==> src/rtl/lsu_dmem_if.sv <==
// Bundle of the CPU request/response signals and the data-memory port
// that surround the load/store unit.
//
// Handshake: the CPU raises req_valid with a stable request while busy is
// low; the request is taken on that rising edge and busy stays high until
// the response completes. resp_valid is a one-cycle pulse, and err and
// resp_rdata are meaningful only while it is high. req_valid is ignored
// while busy is high. The memory side has no handshake: mem_rdata is
// combinational from mem_address, and a write happens on any edge where
// mem_write is high.
interface lsu_dmem_if;
    logic        req_valid;
    logic        req_write;
    logic [2:0]  req_funct3;
    logic [31:0] req_addr;
    logic [31:0] req_wdata;
    logic        busy;
    logic        resp_valid;
    logic [31:0] resp_rdata;
    logic        err;
    logic [31:0] mem_address;
    logic        mem_read;
    logic        mem_write;
    logic [31:0] mem_wdata;
    logic [31:0] mem_rdata;
    logic [1:0]  dbg_state;

    // Load/store unit view
    modport slave (
        input  req_valid, req_write, req_funct3, req_addr, req_wdata, mem_rdata,
        output busy, resp_valid, resp_rdata, err,
        output mem_address, mem_read, mem_write, mem_wdata, dbg_state
    );

    // Environment view: CPU plus data memory
    modport master (
        output req_valid, req_write, req_funct3, req_addr, req_wdata, mem_rdata,
        input  busy, resp_valid, resp_rdata, err,
        input  mem_address, mem_read, mem_write, mem_wdata, dbg_state
    );
endinterface

==> src/rtl/lsu_dmem_ctrl.sv <==
// RV32I load/store unit in front of a word-addressed data memory.
// Sub-word loads are extracted and extended. Sub-word stores use a
// read-modify-write sequence because the memory writes whole words only.
// dbg_state shows the FSM state: 0 IDLE, 1 ACCESS, 2 WRITE, 3 RESP.
module lsu_dmem_ctrl #(
    parameter int DEPTH_LOG2 = 6
) (
    input  logic        clk,
    input  logic        rst,
    lsu_dmem_if.slave   bus
);
    typedef enum logic [1:0] {IDLE, ACCESS, WRITE, RESP} state_t;

    state_t                state;
    logic [DEPTH_LOG2-1:0] word_q;
    logic [1:0]            off_q;
    logic [31:0]           wdata_q;
    logic [31:0]           merged_q;
    logic [2:0]            funct3_q;
    logic                  write_q;

    logic [31:0] load_data;
    logic [31:0] merge_data;
    logic [7:0]  byte_sel;
    logic [15:0] half_sel;
    logic        is_sw;
    logic        req_illegal;

    // Address bits above the word index are dropped, so addresses wrap.
    logic unused_addr_hi;
    assign unused_addr_hi = ^bus.req_addr[31:DEPTH_LOG2+2];

    assign is_sw         = write_q && (funct3_q == 3'b010);
    assign bus.dbg_state = state;

    // Legality of the incoming request, checked only at accept
    always_comb begin
        req_illegal = 1'b0;
        case (bus.req_funct3)
            3'b000:  req_illegal = 1'b0;
            3'b001:  req_illegal = bus.req_addr[0];
            3'b010:  req_illegal = (bus.req_addr[1:0] != 2'b00);
            3'b100,
            3'b101:  req_illegal = bus.req_write;
            default: req_illegal = 1'b1;
        endcase
    end

    // Lane extraction for loads and lane merge for sub-word stores
    always_comb begin
        byte_sel = 8'h00;
        case (off_q)
            2'd0:    byte_sel = bus.mem_rdata[7:0];
            2'd1:    byte_sel = bus.mem_rdata[15:8];
            2'd2:    byte_sel = bus.mem_rdata[23:16];
            default: byte_sel = bus.mem_rdata[31:24];
        endcase
        half_sel = off_q[1] ? bus.mem_rdata[31:16] : bus.mem_rdata[15:0];

        load_data = bus.mem_rdata;
        case (funct3_q)
            3'b000:  load_data = {{24{byte_sel[7]}}, byte_sel};
            3'b100:  load_data = {24'h000000, byte_sel};
            3'b001:  load_data = {{16{half_sel[15]}}, half_sel};
            3'b101:  load_data = {16'h0000, half_sel};
            default: load_data = bus.mem_rdata;
        endcase

        merge_data = bus.mem_rdata;
        if (funct3_q[0]) begin
            if (off_q[1]) merge_data[31:16] = wdata_q[15:0];
            else          merge_data[15:0]  = wdata_q[15:0];
        end else begin
            case (off_q)
                2'd0:    merge_data[7:0]   = wdata_q[7:0];
                2'd1:    merge_data[15:8]  = wdata_q[7:0];
                2'd2:    merge_data[23:16] = wdata_q[7:0];
                default: merge_data[31:24] = wdata_q[7:0];
            endcase
        end
    end

    // Memory strobes decoded from state and latched request only; the write
    // strobe is also gated by reset so an aborted RMW never lands.
    always_comb begin
        bus.mem_address = 32'h0;
        bus.mem_read    = 1'b0;
        bus.mem_write   = 1'b0;
        bus.mem_wdata   = 32'h0;
        case (state)
            ACCESS: begin
                bus.mem_address = {{(32-DEPTH_LOG2){1'b0}}, word_q};
                if (is_sw) begin
                    bus.mem_write = rst;
                    bus.mem_wdata = wdata_q;
                end else begin
                    bus.mem_read = 1'b1;
                end
            end
            WRITE: begin
                bus.mem_address = {{(32-DEPTH_LOG2){1'b0}}, word_q};
                bus.mem_write   = rst;
                bus.mem_wdata   = merged_q;
            end
            default: ;
        endcase
    end

    // Control FSM with registered busy and response outputs
    always_ff @(posedge clk) begin
        if (!rst) begin
            state          <= IDLE;
            word_q         <= '0;
            off_q          <= 2'b00;
            wdata_q        <= 32'h0;
            merged_q       <= 32'h0;
            funct3_q       <= 3'b000;
            write_q        <= 1'b0;
            bus.busy       <= 1'b0;
            bus.resp_valid <= 1'b0;
            bus.resp_rdata <= 32'h0;
            bus.err        <= 1'b0;
        end else begin
            case (state)
                IDLE: begin
                    if (bus.req_valid) begin
                        word_q         <= bus.req_addr[DEPTH_LOG2+1:2];
                        off_q          <= bus.req_addr[1:0];
                        wdata_q        <= bus.req_wdata;
                        funct3_q       <= bus.req_funct3;
                        write_q        <= bus.req_write;
                        bus.busy       <= 1'b1;
                        bus.resp_rdata <= 32'h0;
                        if (req_illegal) begin
                            state          <= RESP;
                            bus.resp_valid <= 1'b1;
                            bus.err        <= 1'b1;
                        end else begin
                            state <= ACCESS;
                        end
                    end
                end
                ACCESS: begin
                    if (!write_q) begin
                        bus.resp_rdata <= load_data;
                        bus.resp_valid <= 1'b1;
                        state          <= RESP;
                    end else if (is_sw) begin
                        bus.resp_valid <= 1'b1;
                        state          <= RESP;
                    end else begin
                        merged_q <= merge_data;
                        state    <= WRITE;
                    end
                end
                WRITE: begin
                    bus.resp_valid <= 1'b1;
                    state          <= RESP;
                end
                default: begin
                    bus.resp_valid <= 1'b0;
                    bus.err        <= 1'b0;
                    bus.resp_rdata <= 32'h0;
                    bus.busy       <= 1'b0;
                    state          <= IDLE;
                end
            endcase
        end
    end
endmodule
==> src/flat_wrapper.sv <==
// flat-port wrapper written by rule: the top's interface ports become plain ports
module lsu_dmem_ctrl_flat 
#(
    parameter int DEPTH_LOG2 = 6
)
  (clk, rst, bus_req_valid, bus_req_write, bus_req_funct3, bus_req_addr, bus_req_wdata, bus_mem_rdata, bus_busy, bus_resp_valid, bus_resp_rdata, bus_err, bus_mem_address, bus_mem_read, bus_mem_write, bus_mem_wdata, bus_dbg_state);
  lsu_dmem_if bus_i ();
  input  logic clk;
  input  logic rst;
  input wire logic [$bits(bus_i.req_valid)-1:0] bus_req_valid;
  input wire logic [$bits(bus_i.req_write)-1:0] bus_req_write;
  input wire logic [$bits(bus_i.req_funct3)-1:0] bus_req_funct3;
  input wire logic [$bits(bus_i.req_addr)-1:0] bus_req_addr;
  input wire logic [$bits(bus_i.req_wdata)-1:0] bus_req_wdata;
  input wire logic [$bits(bus_i.mem_rdata)-1:0] bus_mem_rdata;
  output wire logic [$bits(bus_i.busy)-1:0] bus_busy;
  output wire logic [$bits(bus_i.resp_valid)-1:0] bus_resp_valid;
  output wire logic [$bits(bus_i.resp_rdata)-1:0] bus_resp_rdata;
  output wire logic [$bits(bus_i.err)-1:0] bus_err;
  output wire logic [$bits(bus_i.mem_address)-1:0] bus_mem_address;
  output wire logic [$bits(bus_i.mem_read)-1:0] bus_mem_read;
  output wire logic [$bits(bus_i.mem_write)-1:0] bus_mem_write;
  output wire logic [$bits(bus_i.mem_wdata)-1:0] bus_mem_wdata;
  output wire logic [$bits(bus_i.dbg_state)-1:0] bus_dbg_state;
  assign bus_i.req_valid = bus_req_valid;
  assign bus_i.req_write = bus_req_write;
  assign bus_i.req_funct3 = bus_req_funct3;
  assign bus_i.req_addr = bus_req_addr;
  assign bus_i.req_wdata = bus_req_wdata;
  assign bus_i.mem_rdata = bus_mem_rdata;
  assign bus_busy = bus_i.busy;
  assign bus_resp_valid = bus_i.resp_valid;
  assign bus_resp_rdata = bus_i.resp_rdata;
  assign bus_err = bus_i.err;
  assign bus_mem_address = bus_i.mem_address;
  assign bus_mem_read = bus_i.mem_read;
  assign bus_mem_write = bus_i.mem_write;
  assign bus_mem_wdata = bus_i.mem_wdata;
  assign bus_dbg_state = bus_i.dbg_state;
  lsu_dmem_ctrl #(.DEPTH_LOG2(DEPTH_LOG2)) u_core (.clk(clk), .rst(rst), .bus(bus_i));
endmodule
==> config.mk <==
export PLATFORM = sky130hd
export DESIGN_NAME = lsu_dmem_ctrl_flat
export DESIGN_NICKNAME = d
export VERILOG_FILES = /design/src/rtl/lsu_dmem_if.sv /design/src/rtl/lsu_dmem_ctrl.sv /design/src/flat_wrapper.sv
export SDC_FILE = /design/constraint.sdc
export NUM_CORES = 1
export LEC_CHECK = 0
export ABC_AREA = 1
export CORE_MARGIN = 2
export CORE_UTILIZATION = 45
export DETAILED_ROUTE_END_ITERATION = 10
export GPL_TIMING_DRIVEN = 0
export MAX_ROUTING_LAYER = met4
export PLACE_DENSITY = 0.78
export SETUP_SLACK_MARGIN = 0.15
export SKIP_CTS_REPAIR_TIMING = 1
export SYNTH_ARGS = -nofsm -noshare
export SYNTH_HDL_FRONTEND = slang
export SYNTH_SLANG_ARGS = --single-unit
export TNS_END_PERCENT = 5
==> constraint.sdc <==
create_clock -name clk -period 4.2 [get_ports clk]
set_clock_uncertainty 0.05 [all_clocks]
set_input_delay 0.84 -clock clk [delete_from_list [all_inputs] [get_ports clk]]
set_output_delay 0.84 -clock clk [all_outputs]
set_load 0.01 [all_outputs]
# After elaboration in Yosys (flattened, before gate mapping)
# Index checks and enable logic that the tools add are counted.
[totals]
regBits = 113
in_bits = 103
out_inout_bits = 103
elab_cells = 79
[classes]
n_eq_ne = 16
mux = 34
bitwise_logic = 3
n_reduce_logical = 15
[op_table]
columns = ["op", "count"]
rows = [
  ["32-bit 2-to-1 mux", 4],
  ["32-bit case mux with 4 select lines", 1],
  ["32-bit case mux with 3 select lines", 1],
  ["32-bit case mux with 2 select lines", 1],
  ["16-bit 2-to-1 mux", 3],
  ["8-bit 2-to-1 mux", 4],
  ["8-bit case mux with 3 select lines", 1],
  ["3-bit equality test, second input constant", 4],
  ["3-bit AND reduction", 4],
  ["1-bit 2-to-1 mux", 9],
  ["3-bit by 1-bit equality test with 1-bit output, second input constant", 2],
  ["3-bit by 2-bit equality test with 1-bit output, second input constant", 2],
  ["3-bit zero test", 2],
  ["2-bit 2-to-1 mux", 3],
  ["6-bit 2-to-1 mux", 1],
  ["1-bit case mux with 2 select lines", 3],
  ["2-bit case mux with 3 select lines", 1],
  ["2-bit by 1-bit equality test with 1-bit output, second input constant", 2],
  ["2-bit equality test, second input constant", 2],
  ["2-bit zero test", 2],
  ["2-bit inequality test, second input constant", 2],
  ["1-bit case mux with 4 select lines", 1],
  ["2-bit AND reduction", 2],
  ["2-bit OR reduction", 2],
  ["7 further kinds", 9],
]

# Logic depth before layout (Yosys ltp)
[depth]
word_depth = 6
mapped_depth = 11

# Least setup slack after synthesis
# Ideal clock, no wire load.
[synth_path]
path_type = "register to output"
startpoint = "reg u_core.state[0], in the netlist u_core.bus.dbg_state[0]"
endpoint = "out bus_mem_wdata[0]"
arrival_ps = 1669
required_time_ps = 3310
slack_ps = 1641
stages_incl_launch_ff = 7
path_cell_list = "dfxtp_1 inv_1 ha_1 clkbuf_1 clkinv_1 clkbuf_1 a21oi_1"
[synth_between]
elab_chain_len = 2
word_cells_on_any_way = 3
[synth_rtl]
columns = ["item", "line", "source"]
rows = [
  ["start: declaration", "lsu_dmem_ctrl.sv:14", "state_t state;"],
  ["start signal: assignment", "lsu_dmem_ctrl.sv:112", "state <= IDLE;"],
  ["start signal: assignment", "lsu_dmem_ctrl.sv:135", "state <= RESP;"],
  ["start signal: assignment", "lsu_dmem_ctrl.sv:139", "state <= ACCESS;"],
  ["2-bit equality test or 2-bit by 1-bit equality test with 1-bit output (tied branches)", "lsu_dmem_ctrl.sv:90", "case (state)"],
  ["32-bit case mux with 2 select lines *", "lsu_dmem_ctrl.sv:90", ""],
  ["end: declaration", "flat_wrapper.sv:23", "output wire logic [$bits(bus_i.mem_wdata)-1:0] bus_mem_wdata;"],
]
# Mark *: on every way between the ends. The rest lies on a longest branch, timed or not.

# Worst setup path in the final report
# Same ends and word-level chain as after synthesis.

==> results.toml <==
[critical_path]
critPathLaunchType = "flop"
worst_path_max_delay_cell = "clkdlybuf4s50_1"
crit_fanout = 10
cp_data_arrival_time_ns = 2.91
critPathMostFrequentCell = "clkbuf_1"
critPathCaptureType = "output pin"
setup.worst_path.class = "reg -> out"
max_stage_delay_ns = 0.57
path_cells = "inv_1, ha_1, clkbuf_1, inv_2, clkbuf_1, a21oi_1, clkdlybuf4s50_1"
crit_required_ns = 3.31

[cts]
cts-root-buf = "clkbuf_16"
cts_inserted_buffers = 17
clk_path_buf_depth = 2
htree_levels = 4
path_clk_slew_ns = 0.05
numClockSinks = 113
cts_tree = "built"
clk_latency_ns = 0.42

[placement]
port_buffers = 155
place_congestion = 0.975
pre_cts_slack_ns = 0.497
dp_hpwl_um = 17600

[grt]
gr-total-overflow = 0
met3_usage = 0.0813
grt_usage = 0.321
grt_max_degree = 17
grt_use_met2 = 0.470
antenna_found_initial = 0
use_met1 = 0.424
grt_pass1_wl_um = 35500
grt.busiest_layer = "met2"
grt_pass1_vias = 6643

[detailed_routing]
drcViolationCount = 0
vias = 7305
drtAntennaViolNets = 0
drtIter0Drc = 653
avgViaCountPerCell = 5.36
routed_wl_um = 23100
wl_per_cell_um = 16.9
firstDrtPassIters = 8

[pwr]
p_per_area_mw_per_mm2 = 585
leakage_nw = 3.59
peakVddDrop_mv = 0.416
p_total_mw = 5.17

[synthesis]
synth-seq-area-share = 0.356
synth-seq-cells = 113
synth_top_family_by_area = "compound AO/OA/AOI/OAI gates"
syn_area_mm2 = 0.00635
synth_fa_ha_area_frac = 0.00788
syn_area_per_cell_um2 = 6.55
syn_inst = 970
synth_warnings = 0
synthSimpleGateAreaFrac = 0.235
synth_xor_area_frac = 0
synth_compound_area_frac = 0.284
synthMuxAreaShare = 0
yosysUniqueCellTypes = 31

[sta]
slew_headroom = 0.546
fin_crit_ns = 3.80
clock.fmax_ghz = 0.263
rsz0062_at_grt = "false"
setup_viol = 0
slew_violations = 0
fin_setup_tns_ns = 0
whs_ns = 0.415
fin_ws_ns = 0.402
hold_viol = 0
fin_crit_sh = 0.904
tightest_slew_ns = 0.680

[job]
cap_viol_max_count = 0

[hold_path]
holdCritPathClass = "reg -> reg"

[die]
dieWidth_um = 123
fp-row-count = 43
start_util = 0.459
dieArea_mm2 = 0.0151
ioPinCount = 206
dieHeight_um = 123
core_area_mm2 = 0.0138

[cells_and_area]
diodes = 0
fill_cells = 1325
final_nets = 1276
syn_to_final_growth_pct = 39.1
post-route-util = 0.639
final_cell_mix = "215 x nand2_1, 155 x clkdlybuf4s50_1, 147 x a21oi_1, 113 x dfxtp_1, 111 x o21ai_0"
final_common_cell = "nand2_1"
drive_gt1_frac = 0.104

[run_status]
status = "finished, final reports clean"
## final cells by class
class | instances | area, µm² | share of cell area
Multi-Input combinational cell | 730 | 3440 | 0.390
Tap cell | 180 | 225 | 0.0255
Clock inverter | 11 | 161 | 0.0183
Inverter | 58 | 223 | 0.0252
Clock buffer | 21 | 450 | 0.0510
Sequential cell | 113 | 2260 | 0.256
Buffer | 94 | 515 | 0.0584
Timing Repair Buffer | 155 | 1550 | 0.176
## cells by family (layout without fill, tap and decap cells)
logic type	count (synthesis)	after routing
AO/OA/AOI/OAI	333	333
adder cells (fa/ha/maj)	4	4
buffers and inverters	152	339
flip-flops	113	113
other	1	26
AND/OR/NAND/NOR	367	367
## where the power goes
| part | internal (mW) | switching [mW] | leakage [nW] |
|---|---|---|---|
| sequential | 1.29 | 0.157 | 0.923 |
| clock | 1.00 | 0.504 | 0.301 |
| combinational | 0.757 | 1.46 | 2.36 |
## worst max-delay path, delay by kind of cell, from the launching register on
kind | cells | cell delay, ns
fa+ha+maj | 1 | 0.28
flops | 1 | 0.41
compound gates | 1 | 0.26
buf+inv | 5 | 1.53
## sequential cells by signal, summed over array words and instances, names as in the netlist
name	count
u_core.bus.resp_rdata	32
u_core.merged_q	32
u_core.wdata_q	32
u_core.word_q	6
u_core.funct3_q	3
u_core.bus.dbg_state	2
u_core.off_q	2
u_core.bus.busy	1
u_core.bus.err	1
u_core.bus.resp_valid	1
u_core.write_q	1
## metrics by stage
step,cells,instance area (µm²)
after floorplan,995,6440
after global placement,1330,8220
after detailed placement,1330,8220
after CTS,1362,8830
after global routing,1362,8830
final,1362,8830
## routing by layer
layer / vias up / part of all wire
li1: 3564 / -
met1: 3363 / 0.44
met2: 327 / 0.45
met3: 51 / 0.083
met4: 0 / 0.029
met5: - / 0
## cell usage after synthesis
cell type    n  area share
a21oi_1    147        0.12
a21oi_2     10       0.014
a31oi_1      9      0.0089
buf_1        4      0.0024
buf_2       13       0.010
buf_4       29       0.034
buf_6        5      0.0089
clkbuf_1    43       0.025
clkinv_1     1     0.00059
conb_1       1     0.00059
dfxtp_1    113        0.36
ha_1         4      0.0079
inv_1       50       0.030
inv_2        5      0.0030
inv_4        2      0.0020
nand2_1    215        0.13
nand2_2     13       0.013
nand2_4      2      0.0035
nand3_1     15       0.012
nand3_2      2      0.0032
nand3_4      1      0.0028
nand4_1      2      0.0020
nor2_1     110       0.065
nor2_2       4      0.0039
nor2_4       1      0.0018
nor3_1       2      0.0016
o211ai_1    15       0.018
o211ai_2     6       0.012
o21ai_0    111       0.087
o21ai_1     34       0.027
o21bai_1     1      0.0012
## worst paths after layout
check | depth (start not counted) | start | slack, ns | endpoint
min reg2reg | 2 | u_core.bus.resp_rdata[13] | 0.42 | u_core.bus.resp_rdata[13]
max reg2reg | 6 | u_core.bus.dbg_state[0] | 1.88 | u_core.wdata_q[0]
min | 2 | u_core.bus.resp_rdata[13] | 0.42 | u_core.bus.resp_rdata[13]
max | 7 | u_core.bus.dbg_state[0] | 0.40 | bus_mem_wdata[0]
Note: power is estimated with default switching activity, not from simulation.
